==> src/rtl/deserializer_unit_cell.sv <==
// Serial-to-parallel receiver: rebuilds eight 32-bit LSB-first words from a 1-bit stream
// and presents them on registered parallel outputs with per-word and per-frame strobes.
module deserializer_unit_cell #(
  parameter bit CONTINUOUS = 1'b0
) (
  input  logic        CLK,
  input  logic        RESET,
  input  logic        SERIAL_IN,
  input  logic        SERIAL_VALID,
  input  logic        SYNC,
  output logic [31:0] PAR_OUT1,
  output logic [31:0] PAR_OUT2,
  output logic [31:0] PAR_OUT3,
  output logic [31:0] PAR_OUT4,
  output logic [31:0] PAR_OUT5,
  output logic [31:0] PAR_OUT6,
  output logic [31:0] PAR_OUT7,
  output logic [31:0] PAR_OUT8,
  output logic        WORD_VALID,
  output logic [2:0]  WORD_INDEX,
  output logic        FRAME_VALID,
  output logic        BUSY
);

  typedef enum logic {RECV = 1'b0, DONE = 1'b1} state_t;

  state_t       state_reg, state_next;
  logic [4:0]   bit_cnt_reg, bit_cnt_next;
  logic [2:0]   word_cnt_reg, word_cnt_next;
  logic [31:0]  word_buf_reg, word_buf_next;
  logic         word_valid_reg, word_valid_next;
  logic [2:0]   word_index_reg, word_index_next;
  logic         frame_valid_reg, frame_valid_next;
  logic         load_word;
  logic [31:0]  load_data;
  logic [7:0][31:0] par_reg;

  always_ff @(posedge CLK or posedge RESET) begin
    if (RESET) begin
      state_reg       <= RECV;
      bit_cnt_reg     <= '0;
      word_cnt_reg    <= '0;
      word_buf_reg    <= '0;
      word_valid_reg  <= 1'b0;
      word_index_reg  <= '0;
      frame_valid_reg <= 1'b0;
    end else begin
      state_reg       <= state_next;
      bit_cnt_reg     <= bit_cnt_next;
      word_cnt_reg    <= word_cnt_next;
      word_buf_reg    <= word_buf_next;
      word_valid_reg  <= word_valid_next;
      word_index_reg  <= word_index_next;
      frame_valid_reg <= frame_valid_next;
    end
  end

  always_comb begin
    state_next       = state_reg;
    bit_cnt_next     = bit_cnt_reg;
    word_cnt_next    = word_cnt_reg;
    word_buf_next    = word_buf_reg;
    word_valid_next  = 1'b0;
    word_index_next  = word_index_reg;
    frame_valid_next = 1'b0;
    load_word        = 1'b0;
    load_data        = {SERIAL_IN, word_buf_reg[30:0]};
    // SYNC wins over any bit presented in the same cycle, including a word's last bit
    if (SYNC) begin
      state_next    = RECV;
      bit_cnt_next  = '0;
      word_cnt_next = '0;
      word_buf_next = '0;
    end else if (state_reg == RECV && SERIAL_VALID) begin
      if (bit_cnt_reg != 5'd31) begin
        word_buf_next[bit_cnt_reg] = SERIAL_IN;
        bit_cnt_next               = bit_cnt_reg + 5'd1;
      end else begin
        load_word       = 1'b1;
        word_valid_next = 1'b1;
        word_index_next = word_cnt_reg;
        bit_cnt_next    = '0;
        word_buf_next   = '0;
        if (word_cnt_reg == 3'd7) begin
          frame_valid_next = 1'b1;
          word_cnt_next    = '0;
          if (!CONTINUOUS) state_next = DONE;
        end else begin
          word_cnt_next = word_cnt_reg + 3'd1;
        end
      end
    end
  end

  // Each output word register only moves on its own completion edge
  genvar gi;
  generate
    for (gi = 0; gi < 8; gi++) begin : g_word
      always_ff @(posedge CLK or posedge RESET) begin
        if (RESET)
          par_reg[gi] <= '0;
        else if (load_word && word_cnt_reg == 3'(gi))
          par_reg[gi] <= load_data;
      end
    end
  endgenerate

  assign PAR_OUT1    = par_reg[0];
  assign PAR_OUT2    = par_reg[1];
  assign PAR_OUT3    = par_reg[2];
  assign PAR_OUT4    = par_reg[3];
  assign PAR_OUT5    = par_reg[4];
  assign PAR_OUT6    = par_reg[5];
  assign PAR_OUT7    = par_reg[6];
  assign PAR_OUT8    = par_reg[7];
  assign WORD_VALID  = word_valid_reg;
  assign WORD_INDEX  = word_index_reg;
  assign FRAME_VALID = frame_valid_reg;
  assign BUSY        = (state_reg == RECV) && (bit_cnt_reg != 5'd0 || word_cnt_reg != 3'd0);

endmodule
==> config.mk <==
export PLATFORM = sky130hd
export DESIGN_NAME = deserializer_unit_cell
export DESIGN_NICKNAME = d
export VERILOG_FILES = /design/src/rtl/deserializer_unit_cell.sv
export SDC_FILE = /design/constraint.sdc
export NUM_CORES = 1
export LEC_CHECK = 0
export BUFFER_PORTS_ARGS = -buffer_cell sky130_fd_sc_hd__buf_2
export CAP_MARGIN = 10
export CORE_MARGIN = 3
export CORE_UTILIZATION = 55
export CTS_BUF_LIST = sky130_fd_sc_hd__clkbuf_8 sky130_fd_sc_hd__clkbuf_16
export CTS_CLUSTER_DIAMETER = 150
export DETAILED_ROUTE_END_ITERATION = 12
export PLACE_DENSITY = 0.81
export SKIP_CTS_REPAIR_TIMING = 1
export SYNTH_ARGS = -nofsm -noshare
export SYNTH_HDL_FRONTEND = slang
export SYNTH_SLANG_ARGS = --single-unit
==> constraint.sdc <==
create_clock -name CLK -period 12.15 [get_ports CLK]
set_input_delay 1.8225 -clock CLK [delete_from_list [all_inputs] [get_ports CLK]]
set_output_delay 1.8225 -clock CLK [all_outputs]
set_load 0.005 [all_outputs]
=== Word-level counts from Yosys, hierarchy flattened ===
Index checks and enable logic that the tools add are counted.

* Bits in registers: 302
* Output and inout bits: 262
* Word-level logic and storage cells: 75

* $add $sub $neg: 2
* Reduce and logical (&&, ||, !) cells: 20
* $lt $le $gt $ge: 2
* Bitwise gates (word level): 3
* Multiplexer cells: 24
* Equality and inequality tests: 9

{| class="wikitable"
|+ Operators by type and width
! operator !! count
|-
| 2-to-1 mux 32 bit || 3
|-
| bitwise mux 32 bit || 1
|-
| 2-to-1 mux 5 bit || 3
|-
| == test 3 bit (second input constant) || 4
|-
| 2-to-1 mux 1 bit || 12
|-
| 2-to-1 mux 3 bit || 4
|-
| logical AND 1 bit || 11
|-
| == test 3 x 2 -> 1 bit (second input constant) || 2
|-
| less-than comparator 5 x 6 -> 1 bit (second input constant) || 1
|-
| AND reduction 3 bit || 2
|-
| adder 5 x 1 -> 5 bit (second input constant) || 1
|-
| demux 1 bit (select 5 bit) || 1
|-
| greater-or-equal comparator 5 x 1 -> 1 bit (second input constant) || 1
|-
| != test 5 bit (second input constant) || 1
|-
| nonzero test 5 bit || 1
|-
| nonzero test 2 bit || 2
|-
| adder 3 x 1 -> 3 bit (second input constant) || 1
|-
| == test 3 x 1 -> 1 bit (second input constant) || 1
|-
| logical NOT 3 bit || 1
|-
| inverter 1 bit || 3
|-
| nonzero test 3 bit || 1
|-
| != test 2 bit (second input constant) || 1
|-
| AND reduction 2 bit || 1
|-
| logical OR 1 bit || 1
|}

=== Longest topological paths before layout ===
* Depth after elaboration: 8
* Gate-level depth with buffers: 8
* Depth with buffers taken out: 6

=== Worst setup path after synthesis ===
No wires, ideal clock.

* Path type: input-to-reg
* From: in SYNC
* To: reg par_reg, in the netlist PAR_OUT2[0]
* Stages on the path: 5
* Library setup time: 125 ps
* Setup slack: 8848 ps
* Arrival time: 3177 ps
* Path through: buf_6 or4b_4 nor2_8 buf_12 mux2_4

* Word-level cells in the longest chain between the ends: 2

{| class="wikitable"
|+ Ends and longest elaborated chain
! element !! line !! RTL
|-
| start, declared || 10 || <nowiki>input logic SYNC,</nowiki>
|-
| 2-to-1 mux 1 bit || 69 || <nowiki>if (SYNC) begin</nowiki>
|-
| logical AND 1 bit || 102 || <nowiki>else if (load_word && word_cnt_reg == 3'(gi))</nowiki>
|-
| end signal, assigned by index || 103 || <nowiki>par_reg[gi] <= load_data;</nowiki>
|-
| end, declared || 36 || <nowiki>logic [7:0][31:0] par_reg;</nowiki>
|}

Every way passes these cells.
A chain may end at the register's enable or synchronous reset.

=== Worst setup path in the final report ===
* From: reg bit_cnt_reg[0]
* To: out BUSY

* Word-level cells in the longest chain between the ends: 3

{| class="wikitable"
|+ Ends and longest elaborated chain
! element !! line !! RTL
|-
| start, declared || 28 || <nowiki>logic [4:0] bit_cnt_reg, bit_cnt_next;</nowiki>
|-
| start signal, assigned || 49 || <nowiki>bit_cnt_reg <= bit_cnt_next;</nowiki>
|-
| nonzero test 5 bit || 119 || <nowiki>assign BUSY = (state_reg == RECV) && (bit_cnt_reg != 5'd0 || word_cnt_reg != 3'd0);</nowiki>
|-
| logical OR 1 bit || 119 ||
|-
| logical AND 1 bit || 119 ||
|-
| end, declared || 22 || <nowiki>output logic BUSY</nowiki>
|}

Every way passes these cells.

==> impl_metrics.yaml <==
synth:
  netlist_instances: 780
  syn_nets: 797
  synth-seq-cells: 301
  yosysWarnings: 0
  syn_area_mm2: 0.0125
  synth.distinct_cells: 41
  avgSynthCellArea_um2: 16.0
  yosysSeqAreaShare_pct: 60.3
global_routing:
  grt_pass1_wl_mm: 45.9
  grt_pass1_vias: 7909
  grt_antenna_before_repair: 0
  grt_max_degree: 149
  track_usage_pct: 23.5
  overflow: 0
sta:
  slew_headroom_pct: 19.7
  finalWorstSetupSlack_ns: 8.10
  post-route-period-util_pct: 33.3
  maxSlewViolCount: 0
  skew_ns: 0.0189
  worstMarginPinSlew_ns: 1.20
  setup_viol: 0
  setup-tns-final_ns: 0
  rsz0062_at_grt: "false"
  period_needed_ns: 4.05
  max_freq_ghz: 0.247
  finalHoldViolCount: 0
floorplan:
  die-height_um: 157
  fp-row-count: 54
  start_util_pct: 56.6
  ios: 267
  coreArea_mm2: 0.0221
  die_area_mm2: 0.0246
  die_w_um: 157
route:
  wl_mm: 29.2
  drtPass1Iterations: 4
  post_drt_wl_per_cell_um: 21.8
  viasPerCell: 5.56
  drt-initial-drc-count: 438
  drc: 0
  vias: 7450
  drtAntennaViolNets: 0
power:
  peakVddDrop_uv: 130
  p_seq_share_pct: 47.9
  p_clk_share_pct: 50.2
  p_leak_nw: 8.29
  internal_power_w: 0.00167
  p_switching_w: 0.000424
  powerDensity_mw_per_mm2: 139
  comb_power_share_pct: 1.8
  swShare_pct: 20.2
worst_setup_path:
  worstPathCellList: "inv_1, ha_1, nor2b_1, a41oi_1, buf_2"
  cp-end-kind: "output pin"
  slowest_stage: "dfrtp_1"
  crit_arrival_ns: 2.22
  cp.required_ns: 10.33
  crit_type: "flip-flop to output pin"
  reg2reg_slack_ns: 8.98
  crit_fanout: 7
  worstSetupStartpointType: "flip-flop"
  slowest_delay_ns: 0.45
  reg2regPathDepth: 6
hold_path:
  whs_path_depth: 1
  min_path_type: "flip-flop to flip-flop"
placement:
  pre_cts_slack_ns: 7.31
  place.gp.congestion: 0.792
  hpwl_mm: 18.5
  portBuffers: 266
  placedCellCount: 1281
  place_area_mm2: 0.0139
clock_network:
  cts_tree: "built"
  htreeDepth: 1
  path_clk_slew_ns: 0.06
  cts.sinks: 301
  cts_buffers: 31
  clk_latency_ns: 0.55
  cts_root_buf: "clkbuf_16"
  cts.path.max_buffers: 3
finish:
  design_area_mm2: 0.0151
  synthToLayoutAreaGrowth_pct: 20.6
  drive_gt1_share_pct: 57.5
  diodes: 0
  layout_common_cells: "dfrtp_1 (301), buf_2 (266), mux2_2 (182)"
  layout.nets: 1053
  layout_commonest_cell: "dfrtp_1"
  stdcell_count: 1339
run_status:
  status: "finished, final reports clean"
job:
  cap_violations: 0
==> synthesized netlist by cell type (all sizes together) <==
cell type,instances,share of area (%)
a211oi,1,0.060
a21oi,6,0.24
a31oi,2,0.10
a32o,7,0.56
a41oi,1,0.070
and2,1,0.050
and3,1,0.050
and3b,1,0.070
buf,32,2.3
clkbuf,18,0.55
dfrtp,301,60
ha,12,1.2
inv,6,0.18
mux2,283,28
nand2,13,0.39
nand2b,4,0.20
nand3,1,0.040
nand3b,1,0.060
nand4bb,1,0.090
nor2,13,0.78
nor2b,7,0.35
nor3,4,0.16
nor3b,24,1.4
nor4bb,1,0.080
o2111ai,15,1.1
o211ai,16,0.96
o21ai,2,0.080
or3,1,0.050
or4,1,0.060
or4b,2,0.19
or4bb,1,0.090
xnor2,1,0.070
==> layout make-up <==
type | count | area, um2
Sequential cell | 301 | 7530
Tap cell | 280 | 350
Timing Repair Buffer | 273 | 1390
Clock inverter | 20 | 309
Inverter | 6 | 30.0
Fill cell | 1537 | 7020
Multi-Input combinational cell | 423 | 4620
Clock buffer | 36 | 845
==> final timing paths <==
path                           startpoint          endpoint
hold / removal               PAR_OUT7[28]      PAR_OUT7[28]
max in group asynchronous           RESET      PAR_OUT3[18]
min in group asynchronous           RESET      PAR_OUT1[31]
hold reg to reg              PAR_OUT7[28]      PAR_OUT7[28]
setup / recovery           bit_cnt_reg[0]              BUSY
setup reg to reg           bit_cnt_reg[0]  word_buf_reg[30]
==> stage by stage <==
| step | utilization, % | total power (W) | hold WS [ns] |
|---|---|---|---|
| after CTS | 68.2 | 0.00212 | 0.487 |
| final | 68.2 | 0.00210 | 0.488 |
| after global routing | 68.2 | 0.00217 | 0.510 |
| after floorplan | - | 0.00105 | 0.483 |
| after global placement | 62.9 | 0.00106 | 0.465 |
| after detailed placement | 62.9 | 0.00106 | 0.472 |
==> power groups by stage <==
stage          combinational, W  clock [W]  sequential [W]
2_1_floorplan         0.0000282          0         0.00102
3_3_place_gp          0.0000386          0         0.00102
3_5_place_dp          0.0000392          0         0.00102
4_1_cts               0.0000392    0.00107         0.00101
5_1_grt               0.0000441    0.00112         0.00101
6_report              0.0000385    0.00105         0.00101
==> per-layer routing <==
layer,GRT usage (%),vias to the layer above,share of wire [%]
li1,-,3338,-
met4,5.34,0,1.5
met1,32.1,3855,43
met5,0,-,0
met2,39.2,223,49
met3,4.92,34,6.2
==> cells by family (layout without fill, tap and decap cells) <==
group / count (synthesis) / after routing / synth area share [%]
AOI/OAI and AO/OA: 50 / 50 / 3.12
xor gates and xnor gates: 1 / 1 / 0.0701
adders and majority gates: 12 / 12 / 1.20
buffers and inverters: 56 / 335 / 2.99
DFF: 301 / 301 / 60.3
muxes: 283 / 283 / 28.2
and+or+nand+nor: 77 / 77 / 4.15
==> critical path: cells and delay by family (launching register included) <==
family                   cells  cell delay [ns]
flip-flops                   1             0.45
AO/OA/AOI/OAI                1             0.18
adder cells (fa/ha/maj)      1             0.32
buffers and inverters        2             0.30
AND/OR/NAND/NOR              1             0.42
Power figures use the tool's default switching activity.
